--- src/rtl/mem_arbiter_pkg.sv ---
// Shared definitions for the two-port memory arbiter.
// Holds the FSM state encoding, the requester-ID constants and the default
// address/data widths used by mem_arbiter and mem_arb_rr.
package mem_arbiter_pkg;

    localparam int unsigned DefAw = 4;
    localparam int unsigned DefDw = 8;

    // Requester identifiers; also the encoding of the last-grant register.
    localparam logic ReqIdA = 1'b0;
    localparam logic ReqIdB = 1'b1;

    typedef enum logic [1:0] {
        StIdle   = 2'b00,
        StAccess = 2'b01,
        StDone   = 2'b10
    } arb_state_e;

endpackage

--- src/rtl/mem_arb_rr.sv ---
// Two-way round-robin grant logic (combinational).
// Ports:
//   req_a, req_b : requests from requester A and B
//   last_gnt     : ID of the requester granted most recently
//   gnt_valid    : at least one request present
//   gnt_id       : ID of the requester to grant
module mem_arb_rr
    import mem_arbiter_pkg::*;
(
    input  logic req_a,
    input  logic req_b,
    input  logic last_gnt,
    output logic gnt_valid,
    output logic gnt_id
);

    always_comb begin
        gnt_valid = req_a | req_b;
        gnt_id    = ReqIdA;
        if (req_a && req_b) begin
            // Tie: favour whichever side did not win last time.
            gnt_id = (last_gnt == ReqIdA) ? ReqIdB : ReqIdA;
        end else if (req_b) begin
            gnt_id = ReqIdB;
        end
    end

endmodule

--- src/rtl/mem_arbiter.sv ---
// Arbitrates two requesters (A, B) onto a single-port memory.
// Each access runs IDLE -> ACCESS -> DONE: the winner's command is latched on
// the grant edge, the memory strobe fires in ACCESS, and ACK plus captured
// read data are presented in DONE.
// Ports:
//   CLK, RST_N                          : clock, synchronous active-low reset
//   REQ_x, WE_x, ADDR_x, WDATA_x        : request, write enable, address, data
//   ACK_x, RDATA_x                      : completion pulse, registered read data
//   MEM_READ, MEM_WRITE                 : memory strobes
//   MEM_AR, MEM_INDATA, MEM_OUTDATA     : memory address, write data, read data
//   BUSY                                : high outside IDLE
module mem_arbiter
    import mem_arbiter_pkg::*;
#(
    parameter int unsigned AW = DefAw,
    parameter int unsigned DW = DefDw
) (
    input  logic          CLK,
    input  logic          RST_N,
    input  logic          REQ_A,
    input  logic          WE_A,
    input  logic [AW-1:0] ADDR_A,
    input  logic [DW-1:0] WDATA_A,
    output logic          ACK_A,
    output logic [DW-1:0] RDATA_A,
    input  logic          REQ_B,
    input  logic          WE_B,
    input  logic [AW-1:0] ADDR_B,
    input  logic [DW-1:0] WDATA_B,
    output logic          ACK_B,
    output logic [DW-1:0] RDATA_B,
    output logic          MEM_READ,
    output logic          MEM_WRITE,
    output logic [AW-1:0] MEM_AR,
    output logic [DW-1:0] MEM_INDATA,
    input  logic [DW-1:0] MEM_OUTDATA,
    output logic          BUSY
);

    arb_state_e    state_q, state_d;
    logic          gnt_valid;
    logic          gnt_id;
    // Doubles as the ID of the transaction in flight, since it updates on grant.
    logic          last_q;
    logic          we_q;
    logic [AW-1:0] addr_q;
    logic [DW-1:0] wdata_q;
    logic [DW-1:0] rdata_a_q;
    logic [DW-1:0] rdata_b_q;

    mem_arb_rr u_rr (
        .req_a     (REQ_A),
        .req_b     (REQ_B),
        .last_gnt  (last_q),
        .gnt_valid (gnt_valid),
        .gnt_id    (gnt_id)
    );

    always_comb begin
        state_d = state_q;
        unique case (state_q)
            StIdle:   if (gnt_valid) state_d = StAccess;
            StAccess: state_d = StDone;
            StDone:   state_d = StIdle;
            default:  state_d = StIdle;
        endcase
    end

    always_ff @(posedge CLK) begin
        if (!RST_N) begin
            state_q   <= StIdle;
            last_q    <= ReqIdB;
            we_q      <= 1'b0;
            addr_q    <= '0;
            wdata_q   <= '0;
            rdata_a_q <= '0;
            rdata_b_q <= '0;
        end else begin
            state_q <= state_d;
            if (state_q == StIdle && gnt_valid) begin
                last_q  <= gnt_id;
                we_q    <= (gnt_id == ReqIdA) ? WE_A : WE_B;
                addr_q  <= (gnt_id == ReqIdA) ? ADDR_A : ADDR_B;
                wdata_q <= (gnt_id == ReqIdA) ? WDATA_A : WDATA_B;
            end
            if (state_q == StAccess && !we_q) begin
                if (last_q == ReqIdA) begin
                    rdata_a_q <= MEM_OUTDATA;
                end else begin
                    rdata_b_q <= MEM_OUTDATA;
                end
            end
        end
    end

    always_comb begin
        MEM_READ   = (state_q == StAccess) && !we_q;
        MEM_WRITE  = (state_q == StAccess) && we_q;
        MEM_AR     = addr_q;
        MEM_INDATA = wdata_q;
        ACK_A      = (state_q == StDone) && (last_q == ReqIdA);
        ACK_B      = (state_q == StDone) && (last_q == ReqIdB);
        RDATA_A    = rdata_a_q;
        RDATA_B    = rdata_b_q;
        BUSY       = (state_q != StIdle);
    end

endmodule

--- config.mk ---
export PLATFORM = sky130hd
export DESIGN_NAME = mem_arbiter
export DESIGN_NICKNAME = d
export VERILOG_FILES = /design/src/rtl/mem_arbiter_pkg.sv /design/src/rtl/mem_arb_rr.sv /design/src/rtl/mem_arbiter.sv
export SDC_FILE = /design/constraint.sdc
export NUM_CORES = 1
export LEC_CHECK = 0
export CORE_MARGIN = 3
export CORE_UTILIZATION = 35
export DETAILED_ROUTE_END_ITERATION = 6
export MAX_ROUTING_LAYER = met4
export PLACE_DENSITY = 0.76
export REMOVE_ABC_BUFFERS = 1
export SYNTH_ARGS = -nofsm -noshare
export SYNTH_HDL_FRONTEND = slang
export SYNTH_SLANG_ARGS = --single-unit
--- constraint.sdc ---
create_clock -name CLK -period 1.4 [get_ports CLK]
set_input_delay 0.14 -clock CLK [delete_from_list [all_inputs] [get_ports CLK]]
set_output_delay 0.14 -clock CLK [all_outputs]
set_load 0.005 [all_outputs]
### After elaboration in Yosys (flattened, before gate mapping)

Index checks and enable logic that the tools add are counted.

| cells by class | value |
|---|---|
| reductions and logical operators | 11 |
| bitwise gates (word level) | 2 |
| muxes and demuxes | 8 |
| equality and inequality tests | 3 |

Operator list:

| cell | count |
|---|---|
| $mux W8 | 1 |
| $logic_and A1 B1 Y1 | 6 |
| $mux W1 | 4 |
| $mux W4 | 1 |
| $pmux W2 S2 | 1 |
| $reduce_and A2 Y1 | 2 |
| $eq A2 B1 Y1 const B | 1 |
| $eq A2 B2 Y1 const B | 1 |
| $logic_not A2 Y1 | 1 |
| $mux W2 | 1 |
| $ne A2 B2 Y1 const B | 1 |
| $reduce_bool A2 Y1 | 1 |
| $logic_not A1 Y1 | 1 |
| $not A1 Y1 | 1 |
| $or A1 B1 Y1 | 1 |

| storage, ports and cells | value |
|---|---|
| bits of input ports | 38 |
| output and inout bits | 33 |
| register bits | 32 |

### Longest topological paths before layout

Gate-level depths: netlist of run 1.

| depth | value |
|---|---|
| depth in word-level cells | 3 |
| depth in mapped cells | 5 |

### Hierarchy

Synthesis of run 1 repeated with hierarchy kept, for this count alone.

| unflattened totals | value |
|---|---|
| cell total of the unflattened synthesis | 156 |
| area total of the unflattened synthesis | 1515.2 um^2 |

Modules (own cells, without submodules):

| module | seq. area each (um^2) | area each (um^2) | instances | cells each |
|---|---|---|---|---|
| mem_arbiter | 640.6 | 1501.4 | 1 | 154 |
| mem_arb_rr | 0.0 | 13.8 | 1 | 2 |

### Worst setup path after synthesis of run 1

Ideal clock, no wire load.

| timing | value |
|---|---|
| kind | register -> register |
| start | reg last_q |
| end | reg rdata_a_q[6] (netlist: RDATA_A[6]) |
| stages on the path, launching flop included | 6 |
| library setup time | 0.115 ns |
| arrival | 1.243 ns |
| buffers on the path | 2 |
| setup slack | 0.042 ns |
| cell sequence | dfxtp_1 or4b_1 buf_2 buf_6 nand3_2 o21ai_2 |

| on the way | value |
|---|---|
| cells in the longest elaborated chain, start to end | 2 |

RTL lines:

| item | line | RTL |
|---|---|---|
| start: declaration | mem_arbiter.sv:44 | `logic last_q;` |
| start signal: assignment | mem_arbiter.sv:72 | `last_q <= ReqIdB;` |
| start signal: assignment | mem_arbiter.sv:81 | `last_q <= gnt_id;` |
| $not A1 Y1 | - |  |
| $reduce_and A2 Y1 (no line) | - |  |
| end signal: assignment | mem_arbiter.sv:76 | `rdata_a_q <= '0;` |
| end signal: assignment | mem_arbiter.sv:88 | `rdata_a_q <= MEM_OUTDATA;` |
| end: declaration | mem_arbiter.sv:48 | `logic [DW-1:0] rdata_a_q;` |

Every way passes these cells.
A chain may end at the register's enable or synchronous reset.

### Worst setup path after layout of run 1

| timing | value |
|---|---|
| start | reg last_q |
| end | reg rdata_a_q[4] (netlist: RDATA_A[4]) |

Same word-level chain as after synthesis.

==> metrics.md, run 1 <==
| Metric | Value |
|---|---|
| Core region area | `3520 um^2` |
| Syn Inst Count | `156` |
| Global-route wire length before repair | `5750 um` |
| Inserted Diodes | `0` |
| Die Height | `~68 um` |
| Routed len/inst | `13.8 um` |
| Drt pass-1 iters | `4` |
| Layout cell share with drive strength beyond 1 | `19.8%` |
| # rows | `21` |
| Total CTS buffers | `5` |
| Detail Route Antenna Nets | `0` |
| Hold Crit Class | `primary input to flip-flop` |
| Worst Path Arrival | `1.54 ns` |
| EDFF count, synth | `0` |
| Synth Cell Area | `approximately 1300 um^2` |
| Drt total wl | `roughly 3900 um` |
| IO Count | `71` |
| Sequential area share after synthesis | `47.8%` |
| Die ar. | `4610 um^2` |
| Die span in x | `67.9 um` |
| Vias in the first global route | `1267` |
| Max VDD drop | `between 0.5 and 0.6 mV` |
| Critical Path Start Type | `flip-flop` |
| Final Setup Violations | `0` |
| RSZ-0062 raised after global routing | `no` |
| Routability Congestion | `0.754` |
| Pin count of the biggest net entering global routing | `17` |
| Starting Density | `38.1%` |
| Vias per inst | `4.96` |
| Longest Clk Path Bufs | `2` |
| Initial antenna violation count | `0` |
| Worst-path clk slew | `roughly 0.070 ns` |
| Reg area | `644 um^2` |
| Max Slew Vio Count | `0` |
| CTS tree | `done` |
| Endpoints failing hold | `0` |
| Vias | `~1400` |
| Yosys warns | `0` |
| Reg2Reg Depth | `5` |
| Synth-to-layout area growth | `74.5%` |
| Drt drc | `0` |
| Dpl hpwl | `2710 um` |
| WP data required | `between 1.5 and 2 ns` |
| Post-synth top area cell | `dfxtp_1` |
| Fmax | `738 MHz` |
| DRT iter0 DRCs | `93` |
| Final Cycle Share | `96.8%` |
| Placed instance count | `between 200 and 300` |
| # port buffers | `70` |
| Period minus WS final | `1.36 ns` |
| Multi-input logic area | `679 um^2` |
| Non-filler instance count after layout | `283` |
| GRT Util Overall | `between 15 and 20%` |
| Final layout net count | `274` |
| Synth area leaders | `dfxtp_1 (48%), nand2_1 (9.5%), a311oi_1 (8.5%)` |
| Count leader, synth | `nand2_1` |
| Synth Flop Type | `dfxtp_1` |
| Static Leakage | `~0.91 nW` |
| Relative slew slack | `around 72%` |
| Root buffer cell | `clkbuf_8` |
| CP endpoint kind | `flip-flop` |
| Synth top area share | `47.8%` |
| Worst-Margin Slew | `0.425 ns` |
| DP Worst Slack | `-0.172 ns` |
| Number of distinct library cells after synthesis | `23` |
| Number of fill cells in the layout | `321` |
| Overflow after GRT | `0` |
| Synth Register Bits | `32` |
| MaxCap Viol Count | `0` |
| Hold path depth | `3` |
| Clk sinks | `32` |
| Setup slack after layout | `0.0447 ns` |
| Post-CTS Hold Fix Bufs | `0` |
| Status | `completed` |
| Max Fanout on Critical Path | `8` |
| Post-synth ARST share | `0%` |
| Syn Area/Cell | `roughly 8.6 um^2` |
| Htree depth | `2` |
| Clk Latency, worst-skew pair | `0.29 ns` |
| Crit Path Class | `flip-flop to flip-flop` |
| Clock Skews | `~0.0063 ns` |
| PwrDens | `987 nW/um^2` |
| Commonest cells post-synth | `nand2_1 (34), dfxtp_1 (32), a21oi_1 (14), nand3_1 (14), a311oi_1 (13)` |
-- report_power, final --
group / internal (W) / switching, W / total [W]
registers: 0.000984 / 0.0000443 / 0.00103
logic: 0.000329 / 0.000221 / 0.000550
clock network: 0.000400 / 0.000330 / 0.000731
total: 0.00171 / 0.000595 / 0.00231
-- registers in the layout, indices dropped and copies added (netlist names) --
signal	count
we_q	1
MEM_AR	4
last_q	1
MEM_INDATA	8
RDATA_A	8
RDATA_B	8
state_q	2
-- cells in the final DEF, fill, tap and decap left out, drive strengths merged --
cell type | netlist | final
inv | 2 | 2
dlygate4sd2 | 0 | 5
or4b | 1 | 1
a21oi | 14 | 14
a21bo | 1 | 1
nand3 | 16 | 16
clkbuf | 7 | 9
a21boi | 1 | 1
nor2 | 1 | 1
and3b | 2 | 2
dfxtp | 32 | 32
buf | 7 | 16
nand4bb | 1 | 1
and3 | 2 | 2
nor3b | 3 | 3
clkdlybuf4s50 | 0 | 65
or2 | 1 | 1
nand2 | 34 | 34
and2 | 1 | 1
a311oi | 13 | 13
o21ai | 17 | 17
-- critical path, cell delays in order, from the launching register on --
cell,delay (ns)
dfxtp_2,0.33
buf_6,0.11
or4b_4,0.52
buf_12,0.17
nand3_4,0.07
o21ai_2,0.05
-- worst paths after layout --
kind	slack (ns)	endpoint	start
worst max-delay path	0.04	RDATA_A[4]	last_q
worst min-delay path	0.42	we_q	WE_A
worst max register to register	0.04	RDATA_A[4]	last_q
worst min register to register	0.45	RDATA_A[3]	RDATA_A[3]
-- through the flow --
stage / TNS (ns) / total power [W] / cell area [um^2] / utilization [%] / hold WS [ns]
3_5_place_dp: -1.97 / 0.00157 / 2140 / 60.7 / 0.451
5_1_grt: 0 / 0.00242 / 2340 / 66.4 / 0.426
4_1_cts: -0.0648 / 0.00231 / 2250 / 64.0 / 0.417
6_report: 0 / 0.00231 / 2340 / 66.4 / 0.422
3_3_place_gp: -1.27 / 0.00156 / 2140 / 60.7 / 0.445
2_1_floorplan: -0.941 / 0.00122 / 1270 / - / 0.216
-- logic make-up (layout without fill, tap and decap cells) --
| group | Yosys count | count (layout) | synth area share (%) |
|---|---|---|---|
| buffers and inverters | 16 | 97 | 5.42 |
| AOI/OAI and AO/OA | 46 | 46 | 23.6 |
| DFF | 32 | 32 | 47.8 |
| and+or+nand+nor | 62 | 62 | 23.2 |
-- per-layer routing --
layer  share of wire, %  routed length, um  vias to the layer above  track usage (%)
li1                   -                  -                      714                -
met1                 43               1690                      620             20.2
met2                 45               1760                       65             26.1
met3                 11                417                        5             9.20
met4                1.3                 50                        0             6.70
met5                  0                  0                        -                -
-- cell type report --
cell class	count	area share, %
Clock buffer	8	3.85
Inverter	2	0.321
Multi-Input combinational cell	108	29.1
Sequential cell	32	27.6
Tap cell	46	2.46
Timing Repair Buffer	87	36.8
-- what timing repair did --
| action | in CTS | in global routing |
|---|---|---|
| buffers inserted | 2 | 0 |
| endpoints found under the setup margin | 24 | 12 |
| pin swaps | 1 | 1 |
| gates cloned | 0 | 1 |
| gates resized for setup | 12 | 12 |
Power figures use the tool's default switching activity.
==> inputs of run 2 (changes only) <==
--- a/constraint.sdc
+++ b/constraint.sdc
@@ -3,2 +3,2 @@
 set_output_delay 0.14 -clock CLK [all_outputs]
-set_load 0.005 [all_outputs]
+set_load 0.02 [all_outputs]
==> run 2 against run 1 <==
Compared with the run above:
- fmax is 0.19% higher
- critical endpoint is now RDATA_A[2]
- global-route usage down 0.85 points
- clock power increased by 3.0%
- die area did not move
==> metrics.md, run 2 (same netlist as run 1, synthesis figures left out) <==
| Metric | Value |
|---|---|
| Commonest non-fill, non-tap cells in the layout | `clkdlybuf4s50_1 (42), nand2_1 (34), dfxtp_1 (30), dlymetal6s2s_1 (22)` |
| Period minus WS final | `1.35 ns` |
| Core region area | `3520 um^2` |
| Status | `completed` |
| Routed len/inst | `between 10 and 15 um` |
| Final Cycle Share | `96.6%` |
| Global-route wire length before repair | `between 5000 and 6000 um` |
| CTS tree | `done` |
| Synth-to-layout area growth | `71.3%` |
| Dpl hpwl | `2630 um` |
| PwrDens | `1030 nW/um^2` |
| Clk Latency, worst-skew pair | `0.28 ns` |
| IO Count | `71` |
| # port buffers | `70` |
| Max VDD drop | `0.658 mV` |
| Max Fanout on Critical Path | `2` |
| DP Worst Slack | `-0.156 ns` |
| Die Height | `between 60 and 70 um` |
| Clock Skews | `0.00450 ns` |
| Vias in the first global route | `about 1300` |
| Routability Congestion | `between 0.7 and 0.8` |
| Post-CTS setup buffer count | `0` |
| Starting Density | `38.1%` |
| Drt drc | `0` |
| Final Setup Violations | `0` |
| Worst-path clk slew | `~0.060 ns` |
| Pin count of the biggest net entering global routing | `20` |
| Non-filler instance count after layout | `~280` |
| Worst path cell trace | `clkdlybuf4s50_1` |
| Initial antenna violation count | `0` |
| DRT iter0 DRCs | `49` |
| Worst r2r src | `we_q` |
| Sw Share | `27.2%` |
| Hold Crit Class | `primary input to flip-flop` |
| Longest Clk Path Bufs | `2` |
| Min-delay src | `ADDR_A[0]` |
| Fmax | `between 700 and 800 MHz` |
| Placed instance count | `270` |
| Root buffer cell | `clkbuf_8` |
| Setup TNS | `0 ns` |
| Die ar. | `4610 um^2` |
| Combinational share of power | `24.5%` |
| Final layout net count | `269` |
| Placed Instance Area | `between 2000 and 2500 um^2` |
| Final instance area | `2300 um^2` |
| Clk pwr share | `a little under a third` |
| Clk sinks | `32` |
| Setup slack after layout | `0.0472 ns` |
| Htree depth | `2` |
| WP data required | `1.26 ns` |
| Multi-input logic area | `639 um^2` |
| Layout cell share with drive strength beyond 1 | `15.2%` |
| CP endpoint kind | `output port` |
| Drt total wl | `3580 um` |
| MaxCap Viol Count | `0` |
| Hold path depth | `3` |
| Critical path depth | `1` |
| P_sw | `0.000642 W` |
| Cell family with most CP delay | `buffers and inverters` |
| Detail Route Antenna Nets | `0` |
| Relative slew slack | `70.8%` |
| Endpoints failing hold | `0` |
| Number of fill cells in the layout | `326` |
| Reg area | `643 um^2` |
| # rows | `21` |
| Vias | `1369` |
| Drt pass-1 iters | `4` |
| Reg2Reg Depth | `4` |
| Max Slew Vio Count | `0` |
| Worst Path Arrival | `1.21 ns` |
| Inserted Diodes | `0` |
| P_int | `0.00172 W` |
| Worst path bufs/invs | `1` |
| Worst path max stage delay | `0.61 ns` |
| Post-route core utilization | `65.2%` |
| Die span in x | `67.9 um` |
| Overflow after GRT | `0` |
| Vias per inst | `between 4 and 5` |
| GRT Util Overall | `~17%` |
| Flop pwr share | `43.6%` |
| Leading cell type in the layout, fill and taps excluded | `clkdlybuf4s50_1` |
| Crit Path Class | `flip-flop to output port` |
| RSZ-0062 raised after global routing | `yes` |
| Static Leakage | `1.23 nW` |
| CP startpoint | `RDATA_A[2]` |
| Post-CTS Hold Fix Bufs | `0` |
| Critical Path Start Type | `flip-flop` |
| Slowest CP cell | `clkdlybuf4s50_1` |
| Total CTS buffers | `5` |
| Worst-Margin Slew | `0.438 ns` |
run 2: changes by cell type in the layout (fill, tap and decap cells not counted), sizes merged:
cell	before	now
buf	16	12
clkbuf	9	8
clkdlybuf4s15	0	1
clkdlybuf4s50	65	42
dlygate4sd2	5	4
dlymetal6s2s	0	22
run 2: worst register-to-register path, delay by kind of cell (launching register included):
kind,cells,cell delay [ns]
flops,1,0.34
simple gates,2,0.65
buf+inv,1,0.19
compound gates,1,0.05
run 2: worst paths after layout:
kind / endpoint / slack (ns)
worst min-delay path: MEM_AR[0] / 0.44
worst max register to register: RDATA_A[1] / 0.08
worst min register to register: RDATA_A[7] / 0.46
worst max-delay path: RDATA_A[2] / 0.05
run 2: stage by stage:
step	hold WS, ns	power [W]
floorplan	0.216	0.00130
finish	0.436	0.00236
global placement	0.446	0.00164
global route	0.431	0.00249
detailed placement	0.448	0.00164
CTS	0.423	0.00240
run 2: power groups by stage:
stage	clock network, W	logic (W)	registers [W]
after floorplan	0	0.000181	0.00112
after CTS	0.000781	0.000588	0.00103
after global placement	0	0.000594	0.00105
after global routing	0.000820	0.000631	0.00104
after detailed placement	0	0.000595	0.00105
final	0.000753	0.000577	0.00103
run 2: routing by layer:
| metal | up-vias | wire [um] | share of wire [%] | GRT usage, % |
|---|---|---|---|---|
| li1 | 708 | - | - | - |
| met1 | 595 | 1620 | 45 | 18.6 |
| met2 | 61 | 1510 | 42 | 26.4 |
| met3 | 5 | 391 | 11 | 8.54 |
| met4 | 0 | 49 | 1.4 | 5.21 |
| met5 | - | 0 | 0 | - |
run 2: layout make-up:
class                   count  share of cell area, %
repair buffers             82                   37.1
clock buffers               7                   4.20
multi-input cells         108                   27.8
inverters                   2                  0.327
flip-flops and latches     32                   28.0
well taps                  46                   2.51
run 2: timing repair:
| action | in CTS | in global routing |
|---|---|---|
| setup endpoints to repair | 6 | 47 |
| resized for setup | 8 | 30 |
| pin swaps | 0 | 0 |
